<file path="src/rtl/alu_seq_pkg.sv">
// Shared definitions for the ALU sequencer: op encodings (identical to the ALU s select)
// and the sequencer state enumeration.
package alu_seq_pkg;

    typedef enum logic [1:0] {
        OP_ADD   = 2'b00,
        OP_SHIFT = 2'b01,
        OP_COUNT = 2'b10,
        OP_AND   = 2'b11
    } op_e;

    typedef enum logic [2:0] {
        ST_IDLE,
        ST_CLEAR,
        ST_LOAD,
        ST_EXEC,
        ST_RUN,
        ST_CAPTURE,
        ST_RESP
    } state_e;

    // SHIFT and COUNT are the only ops that use the ALU's stored state.
    function automatic logic op_is_sequential(input op_e op);
        return (op == OP_SHIFT) || (op == OP_COUNT);
    endfunction

endpackage

</file>
<file path="src/rtl/alu_sequencer.sv">
// Command-driven controller that drives one shared 8-bit ALU for a single requester
// and returns the captured ALU result over a valid/ready response channel.
module alu_sequencer
    import alu_seq_pkg::*;
#(
    parameter int CW = 4
) (
    input  logic          clock,
    input  logic          reset,
    input  logic          cmd_valid,
    output logic          cmd_ready,
    input  logic [1:0]    cmd_op,
    input  logic [7:0]    cmd_a,
    input  logic [7:0]    cmd_b,
    input  logic          cmd_cin,
    input  logic          cmd_clr,
    input  logic [CW-1:0] cmd_count,
    output logic          rsp_valid,
    input  logic          rsp_ready,
    output logic [7:0]    rsp_data,
    output logic          rsp_cout,
    output logic          busy,
    output logic [7:0]    alu_a,
    output logic [7:0]    alu_b,
    output logic          alu_L,
    output logic          alu_En,
    output logic [1:0]    alu_s,
    output logic          alu_reset,
    input  logic [7:0]    alu_f,
    input  logic          alu_cout
);

    state_e        state, next_state;
    op_e           lat_op;
    logic [7:0]    lat_a, lat_b;
    logic          lat_cin;
    logic [CW-1:0] lat_count, run_cnt;

    logic          accept;
    op_e           cur_op;
    logic [7:0]    cur_a, cur_b;
    logic          cur_cin;
    logic [CW-1:0] cur_count;

    logic [7:0]    nxt_alu_a, nxt_alu_b;
    logic [1:0]    nxt_alu_s;
    logic          nxt_alu_L, nxt_alu_En;

    assign cmd_ready = (state == ST_IDLE);
    assign accept    = cmd_valid && cmd_ready;
    assign alu_reset = reset || (state == ST_CLEAR);

    // In IDLE the command being accepted is still on the inputs; afterwards the latched copy is used.
    assign cur_op    = (state == ST_IDLE) ? op_e'(cmd_op) : lat_op;
    assign cur_a     = (state == ST_IDLE) ? cmd_a         : lat_a;
    assign cur_b     = (state == ST_IDLE) ? cmd_b         : lat_b;
    assign cur_cin   = (state == ST_IDLE) ? cmd_cin       : lat_cin;
    assign cur_count = (state == ST_IDLE) ? cmd_count     : lat_count;

    always_comb begin
        next_state = state;
        case (state)
            ST_IDLE: begin
                if (accept) begin
                    if (cmd_clr && op_is_sequential(cur_op)) begin
                        next_state = ST_CLEAR;
                    end else begin
                        case (cur_op)
                            OP_COUNT: next_state = ST_LOAD;
                            OP_SHIFT: next_state = (cur_count != '0) ? ST_RUN : ST_CAPTURE;
                            default:  next_state = ST_EXEC;
                        endcase
                    end
                end
            end
            ST_CLEAR: begin
                if (cur_op == OP_COUNT) begin
                    next_state = ST_LOAD;
                end else begin
                    next_state = (cur_count != '0) ? ST_RUN : ST_CAPTURE;
                end
            end
            ST_LOAD:    next_state = (cur_count != '0) ? ST_RUN : ST_CAPTURE;
            ST_EXEC:    next_state = ST_RESP;
            ST_RUN:     next_state = (run_cnt == CW'(1)) ? ST_CAPTURE : ST_RUN;
            ST_CAPTURE: next_state = ST_RESP;
            ST_RESP:    next_state = rsp_ready ? ST_IDLE : ST_RESP;
            default:    next_state = ST_IDLE;
        endcase
    end

    // NOTE: ALU controls are computed for next_state and registered, so they are valid for the whole state.
    always_comb begin
        nxt_alu_a  = alu_a;
        nxt_alu_b  = alu_b;
        nxt_alu_s  = alu_s;
        nxt_alu_L  = 1'b0;
        nxt_alu_En = 1'b0;
        case (next_state)
            ST_CLEAR: begin
                nxt_alu_s = cur_op;
                nxt_alu_a = cur_a;
                nxt_alu_b = cur_b;
            end
            ST_LOAD: begin
                nxt_alu_s  = OP_COUNT;
                nxt_alu_a  = cur_a;
                nxt_alu_L  = 1'b1;
                nxt_alu_En = 1'b1;
            end
            ST_EXEC: begin
                nxt_alu_s = cur_op;
                nxt_alu_a = cur_a;
                nxt_alu_b = cur_b;
                nxt_alu_L = (cur_op == OP_ADD) ? cur_cin : 1'b0;
            end
            ST_RUN: begin
                nxt_alu_s  = cur_op;
                nxt_alu_a  = cur_a;
                nxt_alu_En = (cur_op == OP_COUNT);
            end
            default: ;
        endcase
    end

    always_ff @(posedge clock) begin
        // NOTE: synchronous reset clears every register, including the latched command, so an abort leaves nothing pending.
        if (reset) begin
            state     <= ST_IDLE;
            lat_op    <= OP_ADD;
            lat_a     <= '0;
            lat_b     <= '0;
            lat_cin   <= 1'b0;
            lat_count <= '0;
            run_cnt   <= '0;
            rsp_valid <= 1'b0;
            rsp_data  <= '0;
            rsp_cout  <= 1'b0;
            busy      <= 1'b0;
            alu_a     <= '0;
            alu_b     <= '0;
            alu_s     <= '0;
            alu_L     <= 1'b0;
            alu_En    <= 1'b0;
        end else begin
            state     <= next_state;
            busy      <= (next_state != ST_IDLE);
            rsp_valid <= (next_state == ST_RESP);
            alu_a     <= nxt_alu_a;
            alu_b     <= nxt_alu_b;
            alu_s     <= nxt_alu_s;
            alu_L     <= nxt_alu_L;
            alu_En    <= nxt_alu_En;

            if (accept) begin
                lat_op    <= cur_op;
                lat_a     <= cmd_a;
                lat_b     <= cmd_b;
                lat_cin   <= cmd_cin;
                lat_count <= cmd_count;
            end

            // Run length reloads on entry to RUN and counts down to the exit at 1.
            if (state == ST_RUN) begin
                run_cnt <= run_cnt - CW'(1);
            end else if (next_state == ST_RUN) begin
                run_cnt <= cur_count;
            end

            if (state == ST_EXEC) begin
                rsp_data <= alu_f;
                rsp_cout <= (lat_op == OP_ADD) ? alu_cout : 1'b0;
            end else if (state == ST_CAPTURE) begin
                rsp_data <= alu_f;
                rsp_cout <= 1'b0;
            end
        end
    end

endmodule

</file>
<file path="config.mk">
export PLATFORM = sky130hd
export DESIGN_NAME = alu_sequencer
export DESIGN_NICKNAME = d
export VERILOG_FILES = /design/src/rtl/alu_seq_pkg.sv /design/src/rtl/alu_sequencer.sv
export SDC_FILE = /design/constraint.sdc
export NUM_CORES = 1
export LEC_CHECK = 0
export BUFFER_PORTS_ARGS = -buffer_cell sky130_fd_sc_hd__buf_2
export CAP_MARGIN = 20
export CORE_AREA = 2 2 88 90
export CTS_BUF_LIST = sky130_fd_sc_hd__clkbuf_4
export DETAILED_ROUTE_END_ITERATION = 10
export DIE_AREA = 0 0 90 92
export GPL_TIMING_DRIVEN = 0
export SETUP_SLACK_MARGIN = 0.3
export SYNTH_ARGS = -nofsm -noshare
export SYNTH_HDL_FRONTEND = slang
export SYNTH_SLANG_ARGS = --single-unit
</file>
<file path="constraint.sdc">
create_clock -name clock -period 3.82 [get_ports clock]
set_input_delay 0.191 -clock clock [delete_from_list [all_inputs] [get_ports clock]]
set_output_delay 0.191 -clock clock [all_outputs]
set_load 0.01 [all_outputs]
</file>
Word level (Yosys, flattened, before mapping). Index checks and enable logic that the tools add are counted.

Bits of input ports: 37. Word-level logic and storage cells: 71. Output and inout port bits: 33. Bits in registers: 61.

Add/subtract/negate cells: 1. Multiplexer cells: 24. Equality and inequality tests: 14. Reductions and logical operators: 16.

Operators by type and width (number): 2-to-1 mux 8 bit (4); case mux 3 bit (6 select lines) (1); == test 3 bit, second input constant (5); == test 3 x 2 -> 1 bit, second input constant (4); 2-to-1 mux 3 bit (4); 2-to-1 mux 4 bit (3); 2-to-1 mux 1 bit (7); == test 3 x 1 -> 1 bit, second input constant (2); case mux 3 bit (2 select lines) (1); nonzero test 2 bit (3); == test 4 x 1 -> 1 bit, second input constant (1); logical NOT 2 bit (2); case mux 1 bit (2 select lines) (2); case mux 2 bit (2 select lines) (1); nonzero test 4 bit (1); OR reduction 2 bit (2); OR reduction 4 bit (1); subtractor 4 x 1 -> 4 bit, second input constant (1); logical NOT 3 bit (1); nonzero test 3 bit (1); OR reduction 3 bit (1); == test 2 x 1 -> 1 bit, second input constant (1); == test 2 bit, second input constant (1); logical AND 1 bit (2); 2 further kinds (3).

Longest topological paths before layout.
Depth in word-level cells: 11. Depth in mapped cells: 13. Depth with buffers taken out: 10.

Least setup slack after synthesis. Ideal clock, no wire load.

Path type: flip-flop to flip-flop. Start: reg state[1]. End: reg alu_a[0]. Path buffers: 3. Setup slack: 770 ps. Stages on the path, launching flop included: 14. Arrival time: 2972 ps. Cells stage by stage: dfxtp_1 > buf_2 > nor3_4 > clkbuf_1 > mux2_2 > inv_1 > ha_1 > nor2_1 > o2bb2ai_1 > o311ai_4 > nor3_4 > buf_2 > nor3_1 > nor3_1.

Word-level cells in the longest chain between the ends: 10.

RTL lines: start, declared (RTL line alu_sequencer.sv:33) `state_e state, next_state;`; start signal, assigned (RTL line alu_sequencer.sv:146) `state <= next_state;`; logical NOT 3 bit * (RTL line alu_sequencer.sv:54) `assign cur_op = (state == ST_IDLE) ? op_e'(cmd_op) : lat_op;`; 2-to-1 mux 2 bit * (RTL line alu_sequencer.sv:54); named net cur_op[0] (RTL line alu_sequencer.sv:40) `op_e cur_op;`; parallel branches: the longest is 5 deep, another holds case mux 3 bit (2 select lines); case mux 3 bit (6 select lines) * (RTL line alu_sequencer.sv:62) `case (state)`; == test 3 bit (tied with other cells) (RTL line alu_sequencer.sv:99) `case (next_state)`; OR reduction 4 bit (no source line) *; end signal, assigned (RTL line alu_sequencer.sv:149) `alu_a <= nxt_alu_a;`; end, declared (RTL line alu_sequencer.sv:23) `output logic [7:0] alu_a,`.

Mark *: on every way through the listed nets, which the timed path passes. A chain may end at the register's enable or synchronous reset.

Worst setup path after layout.
Start: reg state[1]. End: reg run_cnt[1].

Word-level cells in the longest chain between the ends: 10.

RTL lines: logical NOT 3 bit * (RTL line alu_sequencer.sv:54); 2-to-1 mux 2 bit * (RTL line alu_sequencer.sv:54); named net cur_op[0] (RTL line alu_sequencer.sv:40); parallel branches: the longest is 5 deep, another holds case mux 3 bit (2 select lines); case mux 3 bit (6 select lines) * (RTL line alu_sequencer.sv:62); == test 3 bit * (RTL line alu_sequencer.sv:166) `end else if (next_state == ST_RUN) begin`; nonzero test 2 bit (no source line) *; end signal, assigned (RTL line alu_sequencer.sv:165) `run_cnt <= run_cnt - CW'(1);`; end signal, assigned (RTL line alu_sequencer.sv:167) `run_cnt <= cur_count;`; end, declared (RTL line alu_sequencer.sv:37) `logic [CW-1:0] lat_count, run_cnt;`.

Mark *: on every way through the listed nets, which the timed path passes. The select of a mux whose other input is x is not followed.

==> results.ini <==
[run_status]
outcome=complete, no violations

[drt]
ant_nets=0
drt-total-wl_microns=7550
remaining_drc_errors=0
met2_length_microns=3600
highest_layer=met4
wl_met1_microns=3420
drtIter0Drc=94
wl_per_cell_microns=14.3
first_pass_iters=4
vias=2673
via_per_inst=5.08
met3_length_microns=438

[clocking]
h-tree-depth=3
root_buffer=clkbuf_4
cts_sinks=61
clkLatencyLatePin_ps=410
clockBufferDepth=2
cts_buffers=9
cts_tree=built
clkTransAtPathRegs_ps=110

[layout]
final_nets=462
n_antenna_cell=0
drive_gt1_share_pct=27.1
syn2layout_area_growth_pct=31.4

[yosys]
syn_nets=361
ys_ff_latch=61
synthArstFlopShare_pct=0
netlist_area_sq_um=2830
synth.avg_cell_area_sq_um=8.88
synth_edf_count=0
synthTopCellsByCount=dfxtp_1 (61), nand2_1 (56), a21oi_1 (28), nor2_1 (23), mux2i_1 (21)
yosysTopAreaCell=dfxtp_1
syn_inst=318
yosysMostFrequentCell=dfxtp_1
synth_top_area_share_pct=43.2
ys_warn_count=0
synth_ff_type=dfxtp_1
synth.area.top_cells=dfxtp_1 (43%), mux2i_1 (7.4%), nand2_1 (7.4%), a21oi_1 (5.0%), nor2_1 (3.1%)
ys_types=47
ys_seq_area_share_pct=43.2

[floorplanning]
core_sq_um=7450
pin_count=70
initial_core_util_pct=37.9
fp.dieW_microns=90
die_area_sq_um=8280
rows=32
die_y_microns=92

[power]
swShare_pct=43.8
power.leakage_nw=1.63
power_density_nw_per_um2=878
power_mw=3.26
clockPowerShare_pct=15.9
p_int_mw=1.83
irDropWorstVdd_v=0.000295
p_sw_mw=1.43
power_frac_seq_pct=27.3
power_frac_comb_pct=56.8

[timing]
final-setup-viol-count=0
hold_viol=0
fin_crit_sh_pct=85.9
relSlewSlack_pct=43.9
setup-tns-final_ps=0
post-route-min-period_ps=3280
worst_pin_slew_ps=842
rsz0062_at_grt=false
fmax_mhz=305
finClkSkew_ps=18.3
drv_slew=0

[global_route]
grt_max_degree=12
grt_first_pass_wirelength_microns=12000
grt_overflow=0
antenna_found_initial=0
grt_pass1_vias=2476
track_usage_pct=18.3

[critical_path]
crit_type=register to register
worstPathRequired_ps=4090
crit_arrival_ps=3550
path_max_fanout=10
start_kind=register
end_kind=register

[placed_design]
port_buffers=69
detailed_place_hpwl_microns=5370
place_congestion=0.835

[worst_hold_path]
hold_path.class=primary input to register

[run]
drv_cap=0

-- flip-flops by register name (all words and copies together) (netlist names) --
signal	cells
state	3
lat_b	8
alu_L	1
busy	1
alu_b	8
lat_count	4
alu_s	2
run_cnt	4
rsp_valid	1
lat_a	8
rsp_cout	1
rsp_data	8
lat_op	2
lat_cin	1
alu_a	8
alu_En	1
-- power groups by stage --
stage | Clock [mW] | Sequential (mW) | Combinational [mW]
finish | 0.519 | 0.891 | 1.85
global route | 0.562 | 0.911 | 2.04
CTS | 0.535 | 0.890 | 1.75
detailed placement | 0 | 0.905 | 1.71
global placement | 0 | 0.900 | 1.70
floorplan | 0 | 0.928 | 1.24
-- area by class of cell --
type | instances | area [sq um]
tap | 102 | 128
buffer | 21 | 108
timing repair buffer | 90 | 548
sequential | 61 | 1220
inverter | 8 | 30.0
fill | 763 | 3730
multi-input combinational | 228 | 1520
clock buffer | 10 | 75.1
clock inverter | 6 | 86.3
-- routing by layer --
| layer | vias to the layer above | GRT usage [%] |
|---|---|---|
| li1 | 1331 | - |
| met1 | 1257 | 24.0 |
| met2 | 78 | 29.2 |
| met3 | 7 | 5.18 |
| met4 | 0 | 5.77 |
| met5 | - | 0 |
-- worst paths after layout --
check / start / to / slack, ps / cells after the start
setup / recovery: state[1] / run_cnt[1] / 540 / 13
hold / removal: alu_f[2] / rsp_data[2] / 20 / 3
setup reg to reg: state[1] / run_cnt[1] / 540 / 13
hold reg to reg: lat_a[2] / lat_a[2] / 460 / 2
-- stage by stage --
stage               instances  hold WS [ps]  area, sq um  worst slack [ps]  utilization [%]
finish                    526          24.5         3710               539             49.9
global route              526          8.86         3710               316             49.9
CTS                       523         0.804         3650               308             49.0
detailed placement        489           431         3300              87.3             44.3
global placement          489           426         3300               113             44.3
floorplan                 318           327         2830               770                -
-- critical path, cell delays in order, from the launching register on --
cell and delay [ps]:
dfxtp_1 370, buf_2 220, nor3_4 280, buf_4 240, mux2_2 380, inv_1 120, ha_1 260, nor2_1 80
o2bb2ai_2 240, o311ai_4 160, nor3_4 340, buf_4 180, mux2i_1 190, o31ai_1 80
-- cells by family after synthesis --
group,synth area share (%)
and+or+nand+nor,22.5
AOI/OAI and AO/OA,17.4
DFF,43.2
buffers and inverters,4.65
muxes,8.64
adders and majority gates,2.66
xor gates and xnor gates,0.930
-- timing repair --
item	CTS	global route
endpoints found under the setup margin	11	12
hold buffers	18	0
buffers inserted	0	3
pin swaps	0	1
resized for setup	3	9
endpoints found under the hold margin	18	0
-- cells in the final DEF (no fill, tap or decap), types with 5 or more instances in the layout --
cell,n
buf_2,74
dfxtp_1,61
nand2_1,56
a21oi_1,28
nor2_1,23
mux2i_1,20
dlygate4sd3_1,18
nor3_1,17
clkbuf_1,12
clkbuf_4,11
a211oi_1,10
nor2b_1,9
inv_1,8
ha_1,6
o21ai_0,5
a221oi_1,5
(Power assumes the default switching activity.)
